`src/rtl/vga_pkg.sv`:
```
// rtl/vga_pkg.sv - shared VGA timing types, standard mode constants and sync-vector layout
package vga_pkg;

    typedef struct packed {
        int display;
        int front;
        int sync;
        int back;
    } vga_axis_t;

    typedef struct packed {
        vga_axis_t h;
        vga_axis_t v;
    } vga_timing_t;

    localparam vga_timing_t VGA_640x480_60 = '{h: '{640, 16, 96, 48}, v: '{480, 10, 2, 33}};
    localparam vga_timing_t VGA_800x600_60 = '{h: '{800, 40, 128, 88}, v: '{600, 1, 4, 23}};

    typedef enum logic {
        POL_LOW  = 1'b0,
        POL_HIGH = 1'b1
    } vga_pol_e;

    // Bit positions of the decoded timing vector carried through the delay line.
    localparam int SYNC_W = 5;
    localparam int SIG_HS = 0;
    localparam int SIG_VS = 1;
    localparam int SIG_VO = 2;
    localparam int SIG_LS = 3;
    localparam int SIG_FS = 4;

    function automatic int axis_total(input vga_axis_t a);
        return a.display + a.front + a.sync + a.back;
    endfunction

endpackage

```
`src/rtl/vga_sync_delay.sv`:
```
// rtl/vga_sync_delay.sv - pixel-tick gated shift register aligning timing with the pixel pipeline
// Ports: clk_i clock, rst_ni async active-low clear, adv_i shift enable (pixel tick),
//        d_i W-bit input, q_o W-bit output delayed DEPTH ticks (DEPTH=0: passthrough).
module vga_sync_delay #(
    parameter int W     = 5,
    parameter int DEPTH = 1
) (
    input  logic         clk_i,
    input  logic         rst_ni,
    input  logic         adv_i,
    input  logic [W-1:0] d_i,
    output logic [W-1:0] q_o
);

    if (DEPTH == 0) begin : g_pass
        logic unused_ctrl;
        assign unused_ctrl = ^{clk_i, rst_ni, adv_i};
        assign q_o = d_i;
    end else begin : g_pipe
        logic [W-1:0] stage_q [DEPTH];

        always_ff @(posedge clk_i or negedge rst_ni) begin
            if (!rst_ni) begin
                for (int i = 0; i < DEPTH; i++) stage_q[i] <= '0;
            end else if (adv_i) begin
                stage_q[0] <= d_i;
                for (int i = 1; i < DEPTH; i++) stage_q[i] <= stage_q[i-1];
            end
        end

        assign q_o = stage_q[DEPTH-1];
    end

endmodule

```
`src/rtl/vga_timing_gen.sv`:
```
// rtl/vga_timing_gen.sv - VGA raster timing: prescaler, H/V counters, programmable sync, strobes
// Ports: clk, reset_n (async active-low), en (0 freezes everything); outputs p_tick pixel strobe,
//        x/y counters, hsync/vsync (polarity HS_POL/VS_POL), video_on, line_start, frame_start.
module vga_timing_gen
    import vga_pkg::*;
#(
    parameter int H_DISPLAY = VGA_640x480_60.h.display,
    parameter int H_FRONT   = VGA_640x480_60.h.front,
    parameter int H_SYNC    = VGA_640x480_60.h.sync,
    parameter int H_BACK    = VGA_640x480_60.h.back,
    parameter int V_DISPLAY = VGA_640x480_60.v.display,
    parameter int V_FRONT   = VGA_640x480_60.v.front,
    parameter int V_SYNC    = VGA_640x480_60.v.sync,
    parameter int V_BACK    = VGA_640x480_60.v.back,
    parameter int CLK_DIV   = 4,
    parameter bit HS_POL    = POL_LOW,
    parameter bit VS_POL    = POL_LOW,
    parameter int PIPE_DLY  = 1,
    localparam int H_TOTAL  = H_DISPLAY + H_FRONT + H_SYNC + H_BACK,
    localparam int V_TOTAL  = V_DISPLAY + V_FRONT + V_SYNC + V_BACK,
    localparam int CW       = $clog2((H_TOTAL > V_TOTAL) ? H_TOTAL : V_TOTAL)
) (
    input  logic          clk,
    input  logic          reset_n,
    input  logic          en,
    output logic          p_tick,
    output logic [CW-1:0] x,
    output logic [CW-1:0] y,
    output logic          hsync,
    output logic          vsync,
    output logic          video_on,
    output logic          line_start,
    output logic          frame_start
);

    if (CLK_DIV < 1) begin : g_bad_div
        $error("vga_timing_gen: CLK_DIV must be >= 1");
    end
    if (H_DISPLAY < 1 || H_FRONT < 1 || H_SYNC < 1 || H_BACK < 1 ||
        V_DISPLAY < 1 || V_FRONT < 1 || V_SYNC < 1 || V_BACK < 1) begin : g_bad_geom
        $error("vga_timing_gen: all H_/V_ timing parameters must be >= 1");
    end
    if (PIPE_DLY < 0 || PIPE_DLY > 4) begin : g_bad_dly
        $error("vga_timing_gen: PIPE_DLY must be in 0..4");
    end

    localparam int DW = (CLK_DIV > 1) ? $clog2(CLK_DIV) : 1;
    localparam logic [DW-1:0] DIV_LAST = DW'(CLK_DIV - 1);
    localparam logic [CW-1:0] H_LAST   = CW'(H_TOTAL - 1);
    localparam logic [CW-1:0] V_LAST   = CW'(V_TOTAL - 1);
    localparam logic [CW-1:0] H_VIS    = CW'(H_DISPLAY);
    localparam logic [CW-1:0] V_VIS    = CW'(V_DISPLAY);
    localparam logic [CW-1:0] HS_START = CW'(H_DISPLAY + H_FRONT);
    localparam logic [CW-1:0] HS_STOP  = CW'(H_DISPLAY + H_FRONT + H_SYNC);
    localparam logic [CW-1:0] VS_START = CW'(V_DISPLAY + V_FRONT);
    localparam logic [CW-1:0] VS_STOP  = CW'(V_DISPLAY + V_FRONT + V_SYNC);

    logic [DW-1:0]     div_q, div_d;
    logic [CW-1:0]     x_q, x_d, y_q, y_d;
    logic              tick;
    logic [SYNC_W-1:0] raw, dly, lvl;

    // Gated by reset_n so the strobe is low for the whole time reset is held,
    // not just after the first clock edge.
    assign tick = en && reset_n && (div_q == '0);

    always_comb begin
        div_d = div_q;
        x_d   = x_q;
        y_d   = y_q;
        if (en) div_d = (div_q == DIV_LAST) ? '0 : div_q + DW'(1);
        if (tick) begin
            if (x_q == H_LAST) begin
                x_d = '0;
                y_d = (y_q == V_LAST) ? '0 : y_q + CW'(1);
            end else begin
                x_d = x_q + CW'(1);
            end
        end
    end

    always_ff @(posedge clk or negedge reset_n) begin
        if (!reset_n) begin
            div_q <= '0;
            x_q   <= '0;
            y_q   <= '0;
        end else begin
            div_q <= div_d;
            x_q   <= x_d;
            y_q   <= y_d;
        end
    end

    always_comb begin
        raw         = '0;
        raw[SIG_HS] = (x_q >= HS_START) && (x_q < HS_STOP);
        raw[SIG_VS] = (y_q >= VS_START) && (y_q < VS_STOP);
        raw[SIG_VO] = (x_q < H_VIS) && (y_q < V_VIS);
        raw[SIG_LS] = (x_q == '0);
        raw[SIG_FS] = (x_q == '0) && (y_q == '0);
    end

    vga_sync_delay #(
        .W     (SYNC_W),
        .DEPTH (PIPE_DLY)
    ) u_delay (
        .clk_i  (clk),
        .rst_ni (reset_n),
        .adv_i  (tick),
        .d_i    (raw),
        .q_o    (dly)
    );

    // With PIPE_DLY=0 the raw decode at (0,0) reads as visible; masking keeps
    // the levels at their idle values while reset is asserted.
    assign lvl = dly & {SYNC_W{reset_n}};

    assign p_tick      = tick;
    assign x           = x_q;
    assign y           = y_q;
    assign hsync       = lvl[SIG_HS] ? HS_POL : ~HS_POL;
    assign vsync       = lvl[SIG_VS] ? VS_POL : ~VS_POL;
    assign video_on    = lvl[SIG_VO];
    assign line_start  = lvl[SIG_LS] && tick;
    assign frame_start = lvl[SIG_FS] && tick;

endmodule
```
`config.mk`:
```
export PLATFORM = sky130hd
export DESIGN_NAME = vga_timing_gen
export DESIGN_NICKNAME = d
export VERILOG_FILES = /design/src/rtl/vga_pkg.sv /design/src/rtl/vga_sync_delay.sv /design/src/rtl/vga_timing_gen.sv
export SDC_FILE = /design/constraint.sdc
export NUM_CORES = 1
export LEC_CHECK = 0
export BUFFER_PORTS_ARGS = -buffer_cell sky130_fd_sc_hd__buf_4
export CAP_MARGIN = 20
export CORE_MARGIN = 8
export CORE_UTILIZATION = 54
export CTS_CLUSTER_DIAMETER = 100
export DETAILED_ROUTE_END_ITERATION = 16
export HOLD_SLACK_MARGIN = 0.03
export PLACE_DENSITY = 0.79
export SYNTH_ARGS = -nofsm -noshare
export SYNTH_HDL_FRONTEND = slang
export SYNTH_SLANG_ARGS = --single-unit
```
`constraint.sdc`:
```
create_clock -name clk -period 2.2 [get_ports clk]
set_input_delay 0.33 -clock clk [delete_from_list [all_inputs] [get_ports clk]]
set_output_delay 0.33 -clock clk [all_outputs]
set_load 0.02 [all_outputs]
```
==> metrics.txt <==
CP required 1870 ps; period utilization 0.9470; critical path depth 7; Seq/Total Area, Yosys 0.4700; Leakage Power 0.8223 nW; layout cells sized above 1 0.1990; clk_lat worst skew 320 ps; 1st-iter DRT viols 37; critical path peak fanout 7; Switching Fraction 0.3348; worst clock skew 0.7631 ps; Chip Height 67.60 um; Area growth syn-to-layout 21.24%; WL final 3482 um; Ys Warns 0; Clock Tree Buf Depth 2; input/output buffers 28; fill count 194; most frequent cells in the layout buf_4 (32), dfrtp_1 (27), nand2_1 (23), o21ai_0 (15); cells after synthesis 158; chip width 67.60 um; crit path max-delay cell type dfrtp_1; synthesized flop and latch total 27; area of the multi-input gates 711.9 um2; CP bufs+invs 4; # DRC 0; endpoints failing setup 0; FF/Latch Area 675.6 um2; CTS root buf clkbuf_4; dpl hpwl 2623 um; CP arrival 1750 ps; # rows 18; Via Count 1303; initial core utilization 0.5751; Post-synth top flop dfrtp_1; first drt pass iteration count 5; GR Overflow Total 0; XOR/XNOR share of the synthesized area 0.03655; Die ar. 4569 um2; net count after synthesis 168; Num CTS Buffers 3; synthesized area per cell 9.099 um2; number of synthesized flops with an enable pin 0; Sw Pwr 371.6 uW; initial antenna violation count 0; global-route wire length before repair 5837 um; Pint 738.5 uW; hold violation total from the final report 0; Critical Path Max Stage Delay 400 ps; Synth cell types 30; Hold Crit Start en; GP Congestion 0.8950; worst vdd ir 0.0004421 V; HP Class in2reg; Worst R2R Start div_q[0]$_DFFE_PN0P_; area of the mapped netlist 1438 um2; Comb pwr share 0.259; Crit path top cell by count buf_4; Setup crit end kind output pin; I/O pin count 29; Hold Path Stages 2; Post-synth ARST share 1.000; sequential share of power 0.546; fin nets 202; Pwr Density 637.0 nW/um2; Critical Path Source Type flop; DP Cell Count 215; Finished Layout Cells 221; number of clock sinks 27; Final ANT Viol Nets 0; Core Util, Final 0.6972; max cap viols 0; CP top delay family buffers and inverters; largest net degree at the start of global routing 31; crit path from div_q[0]$_DFFE_PN0P_; worst-margin pin slew 472.7 ps; Fmax 480.0 MHz; core area 2500 um2; vias in the first global route 1289; post-route minimum period 2083 ps; Min Hold Slack 221.1 ps; clock-pin slew on the worst setup and hold paths 140 ps; largest family of logic cells by synthesized area simple AND/OR/NAND/NOR gates; Max Slew Vio Count 0; status completed; crit path kind reg2out; drt wl/cell 15.76 um; Simple-Gate Fraction of Synth Area 0.2550; CP Cell Sequence inv_1 -> ha_1 -> nand3_4 -> clkinv_1 -> buf_4 -> and2_1 -> buf_4; Post-Synth Adder-Cell Area 0.06092; Max H-tree Level 1; clock power share 0.195; Overall Global Routing Usage 0.1619; Compound-Gate Fraction of Synth Area 0.1375; leading cell type in the layout, fill and taps excluded buf_4; diode count 0; R2R depth 6; CTS tree yes; mux contribution to synthesized area 0; Rel. slew slack 0.6804; Vias/cell 5.896
## cell families (layout without fill, tap and decap cells)
family / count (synthesis) / after routing
and+or+nand+nor: 69 / 69
xor gates and xnor gates: 6 / 6
adders and majority gates: 7 / 7
DFF: 27 / 27
AOI/OAI and AO/OA: 34 / 34
buffers and inverters: 15 / 48
## routing by layer
metal  track usage  vias to the layer above  routed length (um)
met5             0                        -                   0
met4       0.07833                        0                  63
met3       0.02318                        6                 222
met2        0.2793                       47                1740
met1        0.1923                      619                1456
li1              -                      631                   -
## stage by stage
step           setup WS [ps]  power, mW  setup TNS [ps]  cell area, um2
6_report               116.5      1.110               0            1743
5_1_grt               -10.17      1.172          -10.17            1743
4_1_cts                87.57      1.101               0            1728
3_5_place_dp           230.8     0.8871               0            1692
3_3_place_gp           290.9     0.8626               0            1692
2_1_floorplan          379.6     0.7569               0            1438
## sequential cells by signal, indices dropped and copies added, names as in the netlist
register / cells
x: 10
y: 10
u_delay.q_o: 5
div_q: 2
## final cells by class
cell class | instances | share of cell area
Clock buffer | 4 | 0.01508
Inverter | 11 | 0.02369
Multi-Input combinational cell | 116 | 0.4085
Sequential cell | 27 | 0.3877
Tap cell | 30 | 0.02154
Timing Repair Buffer | 33 | 0.1436
## worst register-to-register path, delay by kind of cell, from the launching register on
kind | cells | cell delay, ps
adders and majority gates | 1 | 200
and+or+nand+nor | 4 | 1220
DFF | 1 | 430
buffers and inverters | 1 | 80
## repair_timing
action / 4_1_cts / 5_1_grt
gates resized for setup: 0 / 1
hold buffers: 1 / 0
endpoints found under the hold margin: 27 / 0
buffers inserted: 0 / 1
setup endpoints to repair: 0 / 2
## synth_stat cells (all sizes together) (2+ instances only)
cell type	n	area share
a21oi	7	0.024
and2	3	0.013
clkbuf	3	0.0078
nand3	11	0.042
a31oi	3	0.013
nand4	6	0.026
ha	7	0.061
nand2	23	0.060
xor2	3	0.018
xnor2	3	0.018
inv	10	0.026
nor2	7	0.018
o21ai	15	0.052
nor3	2	0.0070
and3	5	0.022
or3	2	0.0087
nor4b	2	0.012
or4	3	0.018
o31ai	7	0.037
and4	2	0.012
dfrtp	27	0.47
## power groups by stage
| stage | Clock, mW | Combinational [mW] | Sequential (mW) |
|---|---|---|---|
| global route | 0.239 | 0.318 | 0.615 |
| detailed placement | 0 | 0.270 | 0.617 |
| finish | 0.216 | 0.288 | 0.606 |
| CTS | 0.221 | 0.272 | 0.607 |
| global placement | 0 | 0.252 | 0.610 |
| floorplan | 0 | 0.119 | 0.638 |
## worst paths after layout
check	end	slack (ps)
min in group asynchronous	div_q[1]$_DFFE_PN0P_	560
max in group asynchronous	y[1]$_DFFE_PN0P_	1380
max reg2reg	x[5]$_DFFE_PN0P_	220
max	line_start	120
min reg2reg	u_delay.q_o[4]$_DFFE_PN0P_	490
min	div_q[0]$_DFFE_PN0P_	220
Power figures use the tool's default switching activity.
